$ cat config.mk
export PLATFORM = sky130hd
export DESIGN_NAME = pixel_scaler_flat
export DESIGN_NICKNAME = d
export VERILOG_FILES = /design/src/rtl/pixel_scaler_pkg.sv /design/src/rtl/pixel_scaler_if.sv /design/src/rtl/pixel_scaler_fifo.sv /design/src/rtl/pixel_scaler.sv /design/src/flat_wrapper.sv
export SDC_FILE = /design/constraint.sdc
export NUM_CORES = 1
export LEC_CHECK = 0
export CORE_AREA = 2 2 99 101
export DETAILED_ROUTE_END_ITERATION = 8
export DIE_AREA = 0 0 101 103
export PLACE_DENSITY = 0.86
export SLEW_MARGIN = 20
export SYNTH_ARGS = -nofsm -noshare
export SYNTH_HDL_FRONTEND = slang
export SYNTH_SLANG_ARGS = --single-unit
$ cat constraint.sdc
create_clock -name clk -period 14.3 [get_ports clk]
set_input_delay 2.86 -clock clk [delete_from_list [all_inputs] [get_ports clk]]
set_output_delay 2.86 -clock clk [all_outputs]
set_load 0.02 [all_outputs]
$ cat src/rtl/pixel_scaler_pkg.sv
// pixel_scaler_pkg: shared state encoding, zoom-mode constants and address-width helpers.
package pixel_scaler_pkg;

    typedef enum logic [1:0] {IDLE, RUN, DRAIN, DONE} state_t;

    localparam logic MODE_ZOOM_IN  = 1'b0;
    localparam logic MODE_ZOOM_OUT = 1'b1;

    function automatic int rd_aw(input int w, input int h);
        return (w * h > 1) ? $clog2(w * h) : 1;
    endfunction

    function automatic int wr_aw(input int w, input int h, input int max_shift);
        return $clog2((w * h) << (2 * max_shift));
    endfunction

endpackage

$ cat src/rtl/pixel_scaler_if.sv
// pixel_scaler_if: control, source-read and sink-write signals of the scaler.
interface pixel_scaler_if
    import pixel_scaler_pkg::*;
#(
    parameter int PIX_W = 8,
    parameter int RD_AW = rd_aw(160, 120),
    parameter int WR_AW = wr_aw(160, 120, 2)
);
    logic             start;
    logic             mode;
    logic [1:0]       shift;
    logic             rd_en;
    logic [RD_AW-1:0] rd_addr;
    logic [PIX_W-1:0] rd_data;
    logic             wr_en;
    logic [WR_AW-1:0] wr_addr;
    logic [PIX_W-1:0] wr_data;
    logic             wr_ready;
    logic             busy;
    logic             done;
    logic             err;

    modport master (
        input  start, mode, shift, rd_data, wr_ready,
        output rd_en, rd_addr, wr_en, wr_addr, wr_data, busy, done, err
    );

    modport slave (
        output start, mode, shift, rd_data, wr_ready,
        input  rd_en, rd_addr, wr_en, wr_addr, wr_data, busy, done, err
    );
endinterface

$ cat src/rtl/pixel_scaler_fifo.sv
// pixel_scaler_fifo: first-word fall-through FIFO with occupancy count; output reads 0 when empty.
module pixel_scaler_fifo #(
    parameter int W     = 8,
    parameter int DEPTH = 3,
    parameter int CW    = $clog2(DEPTH + 1)
) (
    input  logic          clk,
    input  logic          reset,
    input  logic          push,
    input  logic [W-1:0]  din,
    input  logic          pop,
    output logic [W-1:0]  dout,
    output logic          empty,
    output logic [CW-1:0] count
);
    localparam int PW = DEPTH > 1 ? $clog2(DEPTH) : 1;

    logic [W-1:0]  mem [DEPTH];
    logic [PW-1:0] wp, rp;

    assign empty = count == '0;
    assign dout  = empty ? '0 : mem[rp];

    always_ff @(posedge clk) begin
        if (push) mem[wp] <= din;
    end

    always_ff @(posedge clk or posedge reset) begin
        if (reset) begin
            wp    <= '0;
            rp    <= '0;
            count <= '0;
        end else begin
            if (push) wp <= wp == PW'(DEPTH - 1) ? '0 : wp + PW'(1);
            if (pop) rp <= rp == PW'(DEPTH - 1) ? '0 : rp + PW'(1);
            count <= count + CW'(push) - CW'(pop);
        end
    end
endmodule

$ cat src/rtl/pixel_scaler.sv
// pixel_scaler: nearest-neighbour power-of-two zoom between a fixed-latency source
// memory and a backpressured sink, with credit-limited reads feeding a skid FIFO.
module pixel_scaler
    import pixel_scaler_pkg::*;
#(
    parameter int IN_W      = 160,
    parameter int IN_H      = 120,
    parameter int PIX_W     = 8,
    parameter int MAX_SHIFT = 2,
    parameter int RD_LAT    = 1
) (
    input logic            clk,
    input logic            reset,
    pixel_scaler_if.master bus
);
    localparam int RD_AW = rd_aw(IN_W, IN_H);
    localparam int WR_AW = wr_aw(IN_W, IN_H, MAX_SHIFT);
    localparam int DEPTH = RD_LAT + 2;
    localparam int CW    = $clog2(DEPTH + 1);
    localparam int XW    = $clog2((IN_W << MAX_SHIFT) + 1);
    localparam int YW    = $clog2((IN_H << MAX_SHIFT) + 1);

    state_t            state, state_n;
    logic              m;
    logic [1:0]        s;
    logic [XW-1:0]     ox;
    logic [YW-1:0]     oy;
    logic [RD_LAT-1:0] vpipe;
    logic [CW-1:0]     inflight, count;
    logic [WR_AW-1:0]  wr_addr;
    logic [31:0]       ow, oh, ix, iy;
    logic              idle, ok, accept, issue, col_end, last, push, pop, empty;

    assign idle   = state == IDLE;
    assign ok     = 32'(bus.shift) <= MAX_SHIFT &&
                    !(bus.mode == MODE_ZOOM_OUT && ((IN_W | IN_H) & ((32'd1 << bus.shift) - 32'd1)) != 0);
    assign accept = bus.start && idle && ok;
    assign ow     = m == MODE_ZOOM_IN ? 32'(IN_W) << s : 32'(IN_W) >> s;
    assign oh     = m == MODE_ZOOM_IN ? 32'(IN_H) << s : 32'(IN_H) >> s;
    assign ix     = m == MODE_ZOOM_IN ? 32'(ox) >> s : 32'(ox) << s;
    assign iy     = m == MODE_ZOOM_IN ? 32'(oy) >> s : 32'(oy) << s;
    // Credits cover FIFO occupancy plus every read still in the memory pipe, so returns always fit.
    assign issue   = state == RUN && 32'(count) + 32'(inflight) < 32'(DEPTH);
    assign col_end = 32'(ox) == ow - 32'd1;
    assign last    = col_end && 32'(oy) == oh - 32'd1;
    assign push    = vpipe[RD_LAT-1];
    assign pop     = !empty && bus.wr_ready;

    assign bus.err     = bus.start && idle && !ok;
    assign bus.rd_en   = issue;
    assign bus.rd_addr = RD_AW'(iy * 32'(IN_W) + ix);
    assign bus.wr_en   = !empty;
    assign bus.wr_addr = wr_addr;
    assign bus.busy    = !idle;
    assign bus.done    = state == DONE;

    pixel_scaler_fifo #(.W(PIX_W), .DEPTH(DEPTH), .CW(CW)) u_fifo (
        .clk   (clk),
        .reset (reset),
        .push  (push),
        .din   (bus.rd_data),
        .pop   (pop),
        .dout  (bus.wr_data),
        .empty (empty),
        .count (count)
    );

    always_ff @(posedge clk or posedge reset) begin
        if (reset) state <= IDLE;
        else state <= state_n;
    end

    // Leaving DRAIN as the final pixel pops makes done land one cycle after the last write.
    always_comb begin
        state_n = state;
        case (state)
            IDLE:    if (accept) state_n = RUN;
            RUN:     if (issue && last) state_n = DRAIN;
            DRAIN:   if (inflight == '0 && (empty || (count == CW'(1) && pop))) state_n = DONE;
            default: state_n = IDLE;
        endcase
    end

    always_ff @(posedge clk or posedge reset) begin
        if (reset) begin
            m        <= MODE_ZOOM_IN;
            s        <= '0;
            ox       <= '0;
            oy       <= '0;
            vpipe    <= '0;
            inflight <= '0;
            wr_addr  <= '0;
        end else begin
            vpipe    <= RD_LAT'({vpipe, issue});
            inflight <= inflight + CW'(issue) - CW'(push);
            if (accept) begin
                m       <= bus.mode;
                s       <= bus.shift;
                ox      <= '0;
                oy      <= '0;
                wr_addr <= '0;
            end else begin
                if (issue) begin
                    ox <= col_end ? '0 : ox + XW'(1);
                    if (col_end) oy <= oy + YW'(1);
                end
                if (pop) wr_addr <= wr_addr + WR_AW'(1);
            end
        end
    end
endmodule

$ cat src/flat_wrapper.sv
// flat-port wrapper written by rule: the top's interface ports become plain ports
module pixel_scaler_flat import pixel_scaler_pkg::*;
#(
    parameter int IN_W      = 160,
    parameter int IN_H      = 120,
    parameter int PIX_W     = 8,
    parameter int MAX_SHIFT = 2,
    parameter int RD_LAT    = 1
)
  (clk, reset, bus_start, bus_mode, bus_shift, bus_rd_data, bus_wr_ready, bus_rd_en, bus_rd_addr, bus_wr_en, bus_wr_addr, bus_wr_data, bus_busy, bus_done, bus_err);
  pixel_scaler_if #(.PIX_W(PIX_W)) bus_i ();
  input logic clk;
  input logic reset;
  input wire logic [$bits(bus_i.start)-1:0] bus_start;
  input wire logic [$bits(bus_i.mode)-1:0] bus_mode;
  input wire logic [$bits(bus_i.shift)-1:0] bus_shift;
  input wire logic [$bits(bus_i.rd_data)-1:0] bus_rd_data;
  input wire logic [$bits(bus_i.wr_ready)-1:0] bus_wr_ready;
  output wire logic [$bits(bus_i.rd_en)-1:0] bus_rd_en;
  output wire logic [$bits(bus_i.rd_addr)-1:0] bus_rd_addr;
  output wire logic [$bits(bus_i.wr_en)-1:0] bus_wr_en;
  output wire logic [$bits(bus_i.wr_addr)-1:0] bus_wr_addr;
  output wire logic [$bits(bus_i.wr_data)-1:0] bus_wr_data;
  output wire logic [$bits(bus_i.busy)-1:0] bus_busy;
  output wire logic [$bits(bus_i.done)-1:0] bus_done;
  output wire logic [$bits(bus_i.err)-1:0] bus_err;
  assign bus_i.start = bus_start;
  assign bus_i.mode = bus_mode;
  assign bus_i.shift = bus_shift;
  assign bus_i.rd_data = bus_rd_data;
  assign bus_i.wr_ready = bus_wr_ready;
  assign bus_rd_en = bus_i.rd_en;
  assign bus_rd_addr = bus_i.rd_addr;
  assign bus_wr_en = bus_i.wr_en;
  assign bus_wr_addr = bus_i.wr_addr;
  assign bus_wr_data = bus_i.wr_data;
  assign bus_busy = bus_i.busy;
  assign bus_done = bus_i.done;
  assign bus_err = bus_i.err;
  pixel_scaler #(.IN_W(IN_W), .IN_H(IN_H), .PIX_W(PIX_W), .MAX_SHIFT(MAX_SHIFT), .RD_LAT(RD_LAT)) u_core (.clk(clk), .reset(reset), .bus(bus_i));
endmodule
==> Yosys cells after proc, flatten, opt, wreduce, memory -nomap -nowiden <==
Memory sizes are Yosys's and may differ from the RTL's.
Index checks and enable logic that the tools add are counted.
{ "totals": {"regBits": 52, "latchBits": 0, "ram_bits": 24, "romBits": 0, "input_bits": 15, "output_inout_bits": 47, "wordCells": 95, "memories": 1} }
{ "classes": {"add_sub_neg": 14, "n_mul": 1, "n_div": 0, "magnitude_cmp": 2, "n_eq_ne": 11, "shifts": 9, "n_mux": 21, "bitwise_logic": 0, "n_reduce_logical": 25} }
{ "memory_table": {"columns": ["memory", "depth", "word_bits", "rd", "rd_ports_with_merged_regs", "wr", "line", "text"], "rows": [
  ["u_core.u_fifo.mem", 3, 8, 1, 0, 1, "pixel_scaler_fifo.sv:18", "logic [W-1:0] mem [DEPTH];"]
]} }
{ "op_table": {"columns": ["cell", "count"], "rows": [
  ["two-way mux 32 bit", 3],
  ["subtractor 32 x 1 -> 32 bit, second input constant", 2],
  ["two-way mux 19 bit", 2],
  ["== test 10 x 32 -> 1 bit", 1],
  ["== test 9 x 32 -> 1 bit", 1],
  ["< comparator 32 x 2 -> 1 bit, second input constant", 1],
  ["multiplier 32 x 3 -> 10 bit, second input constant", 1],
  ["nonzero test 32 bit", 1],
  ["<< shifter 7 x 2 -> 32 bit, first input constant", 1],
  ["<< shifter 8 x 2 -> 32 bit, first input constant", 1],
  ["<< shifter 9 x 2 -> 32 bit", 1],
  ["right shift 7 x 2 -> 32 bit, first input constant", 1],
  ["right shift 8 x 2 -> 32 bit, first input constant", 1],
  ["right shift 9 x 2 -> 32 bit", 1],
  ["two-way mux 10 bit", 3],
  ["two-way mux 9 bit", 3],
  ["adder 19 x 1 -> 19 bit, second input constant", 1],
  ["adder 15 bit", 1],
  ["two-way mux 15 bit", 1],
  ["<< shifter 10 x 2 -> 15 bit", 1],
  ["right shift 10 x 2 -> 15 bit", 1],
  ["logical AND 1 bit", 11],
  ["adder 10 x 1 -> 10 bit, second input constant", 1],
  ["two-way mux 2 bit", 5],
  ["21 further kinds", 37]
]} }

==> Depth between registers and ports, before layout <==
Gate-level depths: netlist of the first run.
{ "logic_depth": {"word_depth": 9, "mapped_depth": 21, "ltp_nobuf": 19} }

==> Hierarchy <==
A second synthesis of the first run with hierarchy kept.
{ "unflattened": {"cells_unflattened": 637, "area_unflattened_um2": 5943.2} }
{ "modules_own_cells": {"columns": ["module", "n_inst", "cells_each", "area_per_inst_um2"], "rows": [
  ["pixel_scaler", 1, 562, 4734.5],
  ["pixel_scaler_fifo", 1, 75, 1208.7]
]} }

==> Least setup slack after synthesis of the first run <==
No wires, ideal clock.
{ "synth_timing": {"kind": "reg-to-output", "from": "reg u_core.s[1]", "to": "out bus_rd_addr[14]", "arrival_time_ps": 4420, "required_time_ps": 11440, "slack_ps": 7020, "stages_incl_launch_ff": 21, "path_cell_list": "dfrtp_1 clkbuf_1 buf_2 buf_1 clkbuf_1 mux2i_1 a21oi_1 o21ai_0 inv_1 ha_1 ha_1 inv_1 fa_1 inv_1 a21o_1 a21oi_1 xnor2_1 ha_1 or3_1 o221ai_1 xnor2_1"} }
{ "synth_between": {"elab_chain_cells": 4, "elab_cells_between_ends": 8} }
{ "synth_rtl": {"columns": ["element", "line", "text"], "rows": [
  ["start, declared", "pixel_scaler.sv:25", "logic [1:0] s;"],
  ["start signal, assigned", "pixel_scaler.sv:98", "s <= bus.shift;"],
  ["right shift 9 x 2 -> 32 bit / << shifter 9 x 2 -> 32 bit (equally long branches)", "pixel_scaler.sv:41", "assign iy = m == MODE_ZOOM_IN ? 32'(oy) >> s : 32'(oy) << s;"],
  ["two-way mux 32 bit", "pixel_scaler.sv:41", null],
  ["multiplier 32 x 3 -> 10 bit", "pixel_scaler.sv:51", "assign bus.rd_addr = RD_AW'(iy * 32'(IN_W) + ix);"],
  ["adder 15 bit *", "pixel_scaler.sv:51", null],
  ["end, declared", "flat_wrapper.sv:20", "output wire logic [$bits(bus_i.rd_addr)-1:0] bus_rd_addr;"]
]} }
Every way passes the cells marked *; elsewhere a longest branch is shown, timed or not.

==> Final worst setup path of the first run <==
Same ends and word-level chain as after synthesis.

==> impl_metrics.csv, run 1 <==
group,metric,value,unit
status,outcome,"finished, final reports clean",
sta,final_hold_viol_count,0,
die,num_rows,36,
sta,timing.slew.headroom,28.5,%
cts,post_cts_buffers,0,
synth,yosysUniqueCellTypes,65,
sta,hold-worst-slack,0.526,ns
worst_hold_path,hold_path.startpoint,"u_core.u_fifo.wp[0]",
worst_hold_path,hp-class,"flip-flop to flip-flop",
cells_and_area,fin_cells,796,
die,fp.dieH,103,µm
cts,cts_hold_buf,0,
place,gp_congestion,0.892,
synth,synth_edf_count,24,
global_routing,grt_max_degree,69,
place,portBuffers,61,
sta,rsz0062_at_grt,"no",
routing,vias,4813,
worst_setup_path,cp.required,11.44,ns
synth,syn-instance-count,645,
cts,clkTransAtPathRegs,0.08,ns
job,maxCapViolations,0,
cells_and_area,final_net_count,732,
routing,drtIter0Drc,341,
sta,setup_tns,0,ns
place,dp_cells,780,
worst_setup_path,r2r_cells,10,
cts,cts_tree,"done",
worst_setup_path,critPathLaunch,"u_core.s[1]",
worst_setup_path,end_kind,"output port",
die,die_x,101,µm
worst_setup_path,r2r-end,"u_core.state[1]",
sta,max_clock_freq,123,MHz
synth,synthFlopType,"dfrtp_1",
cells_and_area,layout-drive-gt1-share,5.43,%
synth,ys_ff_latch,76,
sta,fin_crit_sh,56.9,%
cts,cts_num_sinks,76,
global_routing,antenna_found_initial,0,
place,place_hpwl,9250,µm
worst_setup_path,crit_fanout,68,
cts,clockBufferDepth,2,
sta,finalSetupViolations,0,
synth,yosysSeqAreaShare,35.7,%
die,initial_core_util,59.9,%
sta,worst_pin_slew,1.07,ns
worst_setup_path,crit_path_start_kind,"flip-flop",
power,power_density,140,mW/mm²
synth,netlist_area,0.00567,mm²
cells_and_area,antenna_cells,0,
synth,synthArstFlopShare,68.4,%
die,coreArea,0.00946,mm²
power,vdd_ir_drop_max,139,µV
cts,htree_levels,3,
cts,clk_latency,0.35,ns
global_routing,grt_remaining_overflow,0,
worst_setup_path,arrival,5.28,ns
routing,route.detailed.drc,0,
routing,wl_per_cell,16.4,µm
die,io_pins,62,
global_routing,grt_pass1_wl,22100,µm
cts,cts-root-buf,"clkbuf_8",
cells_and_area,fill_cells,732,
global_routing,grt_usage,26.5,%
worst_hold_path,hold_end,"u_core.u_fifo.wp[0]",
sta,maxSlewViolCount,0,
global_routing,grt_pass1_vias,4755,
synth,synth.avg_cell_area,8.79,µm²
worst_setup_path,r2r_start,"u_core.s[1]",
sta,fin_crit,8.14,ns
routing,vias_per_cell,6.05,
routing,firstDrtPassIters,5,
die,die-area,0.0104,mm²
power,p_leak,0.00278,µW
cts,ctsResizeCount,0,
cells_and_area,area_growth,14.1,%
worst_setup_path,r2r_slack,9.80,ns
worst_hold_path,hold_depth,1,
synth,yosys_warnings,0,
worst_setup_path,critPathKind,"flip-flop to output port",
sta,fin_worst_skew,0.0144,ns
routing,wl,13000,µm
routing,ant_nets,0,
cts,numCtsBuffers,9,
==> cells in the mapped netlist (3+ instances only) <==
master,number,share of area [%]
a21o_1,7,0.93
dfrtp_1,52,23
o221ai_1,3,0.46
o21bai_1,3,0.40
nor2b_1,12,1.3
buf_2,5,0.44
xor2_1,20,3.1
fa_1,3,1.1
inv_1,40,2.6
a21oi_1,55,4.9
a211oi_1,3,0.40
a21boi_0,3,0.40
nand4_1,6,0.66
mux2_2,4,0.79
nand3b_1,3,0.40
or3_1,5,0.55
nor2_1,76,5.0
and2_1,6,0.66
a31oi_1,4,0.44
nand3_1,19,1.7
nand2_1,47,3.1
clkbuf_1,35,2.3
ha_1,37,8.2
o22ai_1,9,0.99
mux2i_1,25,4.4
o31ai_1,3,0.40
edfxtp_1,24,13
nand2b_1,6,0.66
xnor2_1,28,4.3
o21ai_1,10,0.88
mux4_2,5,2.0
o21ai_0,27,2.4
and3_1,16,1.8
nor3_1,6,0.53
==> routing by layer <==
layer	share of wire [%]	vias to the layer above	global-route usage, %
li1	-	2323	-
met1	42	2256	34.2
met2	50	210	45.7
met3	6.4	24	4.68
met4	1.5	0	8.11
met5	0	-	0
==> cell families after synthesis <==
group / count (synthesis) / share of synthesized area (%)
AOI/OAI and AO/OA: 146 / 15.5
xor gates and xnor gates: 49 / 7.82
adders and majority gates: 40 / 9.23
buffers and inverters: 85 / 5.94
DFF: 76 / 35.7
muxes: 35 / 7.40
other: 1 / 0.0662
and+or+nand+nor: 213 / 18.3
==> layout make-up <==
class	count	area (µm²)	share of cell area (%)
multi-input cells	485	3320	51.3
flip-flops and latches	76	2020	31.3
repair buffers	64	633	9.79
inverters	41	155	2.40
well taps	114	143	2.21
clock buffers	9	124	1.92
clock inverters	7	70.1	1.08
==> worst max-delay path, stage by stage (launching register included) <==
cell and delay (ns):
dfrtp_2 1.08, mux2_2 0.44, mux4_2 0.49, ha_1 0.32
inv_1 0.06, fa_1 0.46, inv_1 0.07, a21o_1 0.11
a21oi_1 0.09, xnor2_1 0.14, ha_1 0.24, or3_1 0.38
o221ai_1 0.26, xnor2_1 0.16, clkdlybuf4s50_1 0.62
==> worst max-delay path by stage <==
stage | depth (start not counted) | end
2_1_floorplan | 20 | bus_rd_addr[14]
5_1_grt | 18 | bus_rd_addr[14]
6_report | 14 | bus_rd_addr[14]
3_3_place_gp | 14 | bus_rd_addr[14]
4_1_cts | 14 | bus_rd_addr[14]
3_5_place_dp | 18 | bus_rd_addr[14]
==> layout by cell type, fill, tap and decap left out, types with 24 or more instances in the layout <==
cell / synthesis / routed
a21oi_1: 55 / 54
clkdlybuf4s50_1: 0 / 61
dfrtp_1: 52 / 51
edfxtp_1: 24 / 24
ha_1: 37 / 37
inv_1: 40 / 39
mux2i_1: 25 / 25
nand2_1: 47 / 47
nor2_1: 76 / 76
o21ai_0: 27 / 27
xnor2_1: 28 / 28
==> power by group <==
group	total (µW)	internal [µW]	switching [µW]	leakage [µW]
sequential	346	278	68.2	0.000882
clock	158	67.5	90.1	0.0000951
combinational	403	180	223	0.00181
total	906	525	381	0.00278
==> state kept, by name, summed over array words and instances (netlist names) <==
signal and cells:
u_core.inflight 2, u_core.state 2, u_core.push 1, u_core.bus.wr_addr 19, u_core.oy 9, u_core.s 2
u_core.u_fifo.rp 2, u_core.u_fifo.mem 24, u_core.m 1, u_core.ox 10, u_core.u_fifo.wp 2, u_core.u_fifo.count 2
==> stage by stage <==
stage	power, µW	instance area, µm²	setup slack [ns]	util [%]
after floorplan	595	5670	7.02	-
after global placement	723	6270	6.70	66.3
after detailed placement	747	6270	6.53	66.3
after CTS	909	6460	6.14	68.3
after global routing	966	6460	5.73	68.3
final	906	6460	6.16	68.3
(Power assumes the default switching activity.)
==> run 2: changes to the inputs <==
--- a/config.mk
+++ b/config.mk
@@ -5,10 +5,10 @@
 export SDC_FILE = /design/constraint.sdc
 export NUM_CORES = 1
 export LEC_CHECK = 0
-export CORE_AREA = 2 2 99 101
+export CORE_AREA = 2 2 102 104
 export DETAILED_ROUTE_END_ITERATION = 8
-export DIE_AREA = 0 0 101 103
-export PLACE_DENSITY = 0.86
+export DIE_AREA = 0 0 104 106
+export PLACE_DENSITY = 0.82
 export SLEW_MARGIN = 20
 export SYNTH_ARGS = -nofsm -noshare
 export SYNTH_HDL_FRONTEND = slang
==> constraint.sdc (replaced) <==
create_clock -name clk -period 8 [get_ports clk]
set_input_delay 1.6 -clock clk [delete_from_list [all_inputs] [get_ports clk]]
set_output_delay 1.6 -clock clk [all_outputs]
set_load 0.02 [all_outputs]
==> run 2 against run 1 <==
Effect of this change: power up 82%; die area up 6.0%; flip-flop and latch count unchanged; clock power up 100%; utilization down 3.0 points; critical endpoint unchanged.
==> impl_metrics.csv, run 2 (synthesized netlist as in run 1, its figures left out) <==
group,metric,value,unit
cells_and_area,area_growth,15.2,%
worst_setup_path,arrival,5.02,ns
sta,max_clock_freq,151,MHz
sta,hold-worst-slack,0.506,ns
die,die_x,104,µm
cells_and_area,largest_register_ffs,24,
worst_setup_path,crit_slowest_cell,"dfrtp_1",
die,initial_core_util,56.7,%
cells_and_area,mostFrequentLayoutCells,"nor2_1, clkdlybuf4s50_1, a21oi_1",
cts,cts_tree,"done",
sta,fin_crit_sh,82.7,%
status,outcome,"finished, final reports clean",
sta,rsz0062_at_grt,"no",
place,gp_congestion,0.880,
routing,route.detailed.drc,0,
place,portBuffers,61,
cells_and_area,finish.instance_area,0.00653,mm²
cts,clkTransAtPathRegs,0.08,ns
worst_setup_path,crit_fanout,30,
die,die-area,0.0110,mm²
die,io_pins,62,
global_routing,grt_pass1_wl,22500,µm
worst_setup_path,end_kind,"output port",
routing,drtIter0Drc,299,
cells_and_area,final_net_count,734,
cells_and_area,antenna_cells,0,
die,fp.dieH,106,µm
place,dpl_cell_area,0.00631,mm²
cts,clk_latency,0.35,ns
global_routing,antenna_found_initial,0,
worst_setup_path,cpMostUsedCell,"ha_1",
cts,htree_levels,3,
power,p_leak,0.00281,µW
cts,clockBufferDepth,2,
sta,worst_pin_slew,0.788,ns
routing,wl_per_cell,16.1,µm
worst_setup_path,crit_path_start_kind,"flip-flop",
cts,cts_hold_buf,0,
cts,ctsResizeCount,0,
power,vdd_ir_drop_max,209,µV
global_routing,grt_remaining_overflow,0,
cts,cts_num_sinks,76,
sta,fin_worst_skew,0.0110,ns
routing,vias_per_cell,5.88,
global_routing,grt_usage,24.8,%
worst_setup_path,critPathMaxStageDelay,0.85,ns
sta,setup_tns,0,ns
sta,final_hold_viol_count,0,
worst_setup_path,critPathKind,"flip-flop to output port",
cells_and_area,top_regs,"u_core.u_fifo.mem x24, u_core.bus.wr_addr x19, u_core.ox x10",
worst_setup_path,cp_num_buf_inv,4,
global_routing,grt_max_degree,53,
cts,cts-root-buf,"clkbuf_8",
cells_and_area,final_common_cell,"nor2_1",
sta,finalSetupViolations,0,
power,fin_total_pwr,1650,µW
worst_setup_path,path_cells,"buf_4 > nand2b_4 > o22ai_1 > nand2_1 > o21ai_0 > ha_1 > ha_1 > inv_1 > fa_1 > inv_1 > a21o_1 > a21oi_1 > xnor2_1 > ha_1 > or3_1 > o221ai_1 > xnor2_1 > clkdlybuf4s50_1",
routing,firstDrtPassIters,4,
die,coreArea,0.0100,mm²
job,maxCapViolations,0,
cts,post_cts_buffers,0,
cts,numCtsBuffers,9,
worst_setup_path,cp.required,6.40,ns
power,power_density,253,mW/mm²
worst_setup_path,crit_family,"buffers and inverters",
routing,wl,13200,µm
die,num_rows,37,
routing,ant_nets,0,
sta,timing.slew.headroom,47.3,%
cells_and_area,top_register,"u_core.u_fifo.mem",
sta,maxSlewViolCount,0,
worst_hold_path,hp-class,"flip-flop to flip-flop",
place,place_hpwl,9460,µm
global_routing,grt_pass1_vias,4807,
cells_and_area,layout-drive-gt1-share,5.56,%
routing,vias,4824,
sta,fin_crit,6.62,ns
## run 2: worst paths after layout
path	startpoint	endpoint	slack (ns)	cells past startpoint
max	u_core.s[0]	bus_rd_addr[14]	1.38	18
max in group asynchronous	reset	u_core.s[1]	5.78	3
min	u_core.u_fifo.wp[1]	u_core.u_fifo.wp[1]	0.51	1
min reg2reg	u_core.u_fifo.wp[1]	u_core.u_fifo.wp[1]	0.51	1
max reg2reg	u_core.s[1]	u_core.state[1]	3.76	10
min in group asynchronous	reset	u_core.bus.wr_addr[4]	1.76	3
## run 2: through the flow
stage	cells	worst slack, ns	util (%)
after global placement	804	1.85	63.1
after CTS	820	1.37	65.3
after detailed placement	804	1.76	63.1
final	820	1.38	65.3
after floorplan	646	1.98	-
after global routing	820	1.04	65.3
## run 2: layout make-up
class / count / area, µm²
clock buffer: 10 / 128
tap: 136 / 170
multi-input combinational: 485 / 3320
clock inverter: 6 / 90.1
inverter: 41 / 154
sequential: 76 / 2020
fill: 832 / 3470
timing repair buffer: 66 / 648
## run 2: power by group
group / leakage (µW) / switching (µW) / internal (µW)
clock: 0.000106 / 143 / 176
sequential: 0.000882 / 119 / 497
combinational: 0.00182 / 395 / 320
total: 0.00281 / 657 / 993
## run 2: layer usage
metal,GRT usage (%),routed length (µm)
met1,32.3,5820
met2,41.3,6420
met3,3.80,695
met4,10.5,293
met5,0,0
==> run 3: changes to the inputs <==
==> constraint.sdc (replaced) <==
create_clock -name clk -period 6.32 [get_ports clk]
set_input_delay 1.264 -clock clk [delete_from_list [all_inputs] [get_ports clk]]
set_output_delay 1.264 -clock clk [all_outputs]
set_load 0.02 [all_outputs]
==> run 3 against run 2 <==
Effect of this change: combinational power rose by 26%; final area up 0.46%; register-to-register slack lost 1.6 ns; non-clock buffer count is 2 higher; via count fell by 0.70%; sequential share of layout area is 0.10 points lower; sequential power rose by 26%; final cell count grew 0.24%; clock power up 35%; hold slack gained 0.0078 ns; first-iteration DRC count up 24%; utilization up 0.30 points; critical endpoint unchanged; largest cell class unchanged; largest power group unchanged.
==> impl_metrics.csv, run 3 (synthesized netlist as in run 1, its figures left out) <==
group,metric,value,unit
worst_hold_path,hp-class,"flip-flop to flip-flop",
cts,clockBufferDepth,2,
routing,vias_per_cell,5.83,
routing,wl,13000,µm
global_routing,grt_pass1_vias,4628,
die,die-area,0.0110,mm²
cts,cts_num_sinks,76,
worst_setup_path,end_kind,"output port",
sta,final_hold_viol_count,0,
job,maxCapViolations,0,
worst_setup_path,critPathKind,"flip-flop to output port",
cts,numCtsBuffers,9,
cts,clkTransAtPathRegs,0.08,ns
power,vdd_ir_drop_max,271,µV
worst_setup_path,cp.required,5.06,ns
routing,drtIter0Drc,370,
die,initial_core_util,56.7,%
sta,worst_pin_slew,0.912,ns
power,swShare,40.1,%
cts,htree_levels,3,
cts,cts-root-buf,"clkbuf_8",
power,p_leak,0.00283,µW
routing,firstDrtPassIters,5,
place,place_ws,0.641,ns
power,switchingPower,846,µW
place,dpl_cell_area,0.00633,mm²
cells_and_area,mostFrequentLayoutCells,"nor2_1, clkdlybuf4s50_1, a21oi_1",
sta,hold-worst-slack,0.514,ns
routing,vias,4790,
routing,wl_per_cell,15.9,µm
sta,setup_tns,0,ns
die,fp.dieH,106,µm
cells_and_area,finish.instance_area,0.00656,mm²
worst_setup_path,arrival,4.68,ns
sta,fin_crit_sh,94.1,%
global_routing,grt_remaining_overflow,0,
sta,timing.slew.headroom,39.1,%
sta,fin_worst_skew,0.00992,ns
global_routing,grt_usage,24.2,%
status,outcome,"finished, final reports clean",
cells_and_area,top_regs,"u_core.u_fifo.mem x24, u_core.bus.wr_addr x19, u_core.ox x10",
cts,cts_hold_buf,0,
cts,clk_latency,0.35,ns
cells_and_area,fin_util,65.6,%
cells_and_area,largest_register_ffs,24,
sta,fin_crit,5.95,ns
die,io_pins,62,
cells_and_area,final_common_cell,"nor2_1",
cells_and_area,final_net_count,736,
power,p_int,1260,µW
die,num_rows,37,
cells_and_area,antenna_cells,0,
worst_setup_path,crit_fanout,30,
sta,finalSetupViolations,0,
cts,post_cts_buffers,0,
place,gp_congestion,0.878,
power,pwr-share-clk,20.4,%
die,die_x,104,µm
sta,rsz0062_at_grt,"no",
global_routing,grt_max_degree,53,
sta,postLayoutSetupSlackWorst,0.374,ns
global_routing,grt_pass1_wl,21900,µm
cells_and_area,area_growth,15.7,%
power,p_comb_share,42.7,%
global_routing,antenna_found_initial,0,
routing,route.detailed.drc,0,
routing,ant_nets,0,
cells_and_area,top_register,"u_core.u_fifo.mem",
sta,max_clock_freq,168,MHz
power,p_seq_share,36.8,%
worst_setup_path,crit_path_start_kind,"flip-flop",
die,coreArea,0.0100,mm²
sta,maxSlewViolCount,0,
place,portBuffers,61,
cells_and_area,layout-drive-gt1-share,5.98,%
place,place_hpwl,9380,µm
power,power_density,322,mW/mm²
cts,cts_tree,"done",
cts,ctsResizeCount,0,
run 3: cell count changes in the layout (fill, tap and decap cells not counted), sizes merged:
cell and change:
clkinv -1, clkbuf -1, clkinvlp -1, inv +3, buf +2
run 3: per-stage QoR:
stage | total power (µW) | cells
6_report | 2110 | 822
5_1_grt | 2240 | 822
4_1_cts | 2120 | 822
3_5_place_dp | 1690 | 806
3_3_place_gp | 1640 | 806
2_1_floorplan | 1350 | 646
run 3: path summary, 6_finish.rpt:
path	start	end	slack, ns	cells after the start
min reg2reg	u_core.u_fifo.wp[0]	u_core.u_fifo.wp[0]	0.51	1
max in group asynchronous	reset	u_core.s[1]	4.29	2
min in group asynchronous	reset	u_core.bus.wr_addr[3]	1.40	2
min	u_core.u_fifo.wp[0]	u_core.u_fifo.wp[0]	0.51	1
max reg2reg	u_core.s[1]	u_core.state[1]	2.12	10
max	u_core.s[1]	bus_rd_addr[14]	0.37	14
run 3: final cells by class:
class,instances,area (µm²)
Clock inverter,7,105
Timing Repair Buffer,68,663
Sequential cell,76,2030
Tap cell,136,170
Clock buffer,9,124
Fill cell,822,3440
Inverter,41,155
Multi-Input combinational cell,485,3320
run 3: power by group through the flow:
stage / Sequential, µW / Combinational [µW] / Clock (µW)
after floorplan: 720 / 627 / 0
after global placement: 778 / 865 / 0
after detailed placement: 783 / 904 / 0
after CTS: 775 / 908 / 436
after global routing: 796 / 989 / 459
final: 777 / 901 / 431
run 3: per-layer routing:
metal / GRT usage (%) / vias up / wire (µm) / part of all wire [%]
met4: 7.24 / 0 / 183 / 1.4
met2: 40.8 / 152 / 6370 / 49
met1: 32.7 / 2293 / 5760 / 44
met5: 0 / - / 0 / 0
met3: 3.31 / 14 / 733 / 5.6
li1: - / 2331 / - / -
run 3: worst max-delay path: stages, from the launching register on:
cell and delay [ns]:
dfrtp_4 0.61, mux2_2 0.39, mux4_2 0.48, ha_1 0.32, inv_1 0.06, fa_1 0.45
inv_1 0.08, a21o_1 0.11, a21oi_1 0.09, xnor2_1 0.14, ha_1 0.23, or3_1 0.37
o221ai_1 0.23, xnor2_1 0.15, clkdlybuf4s50_1 0.62
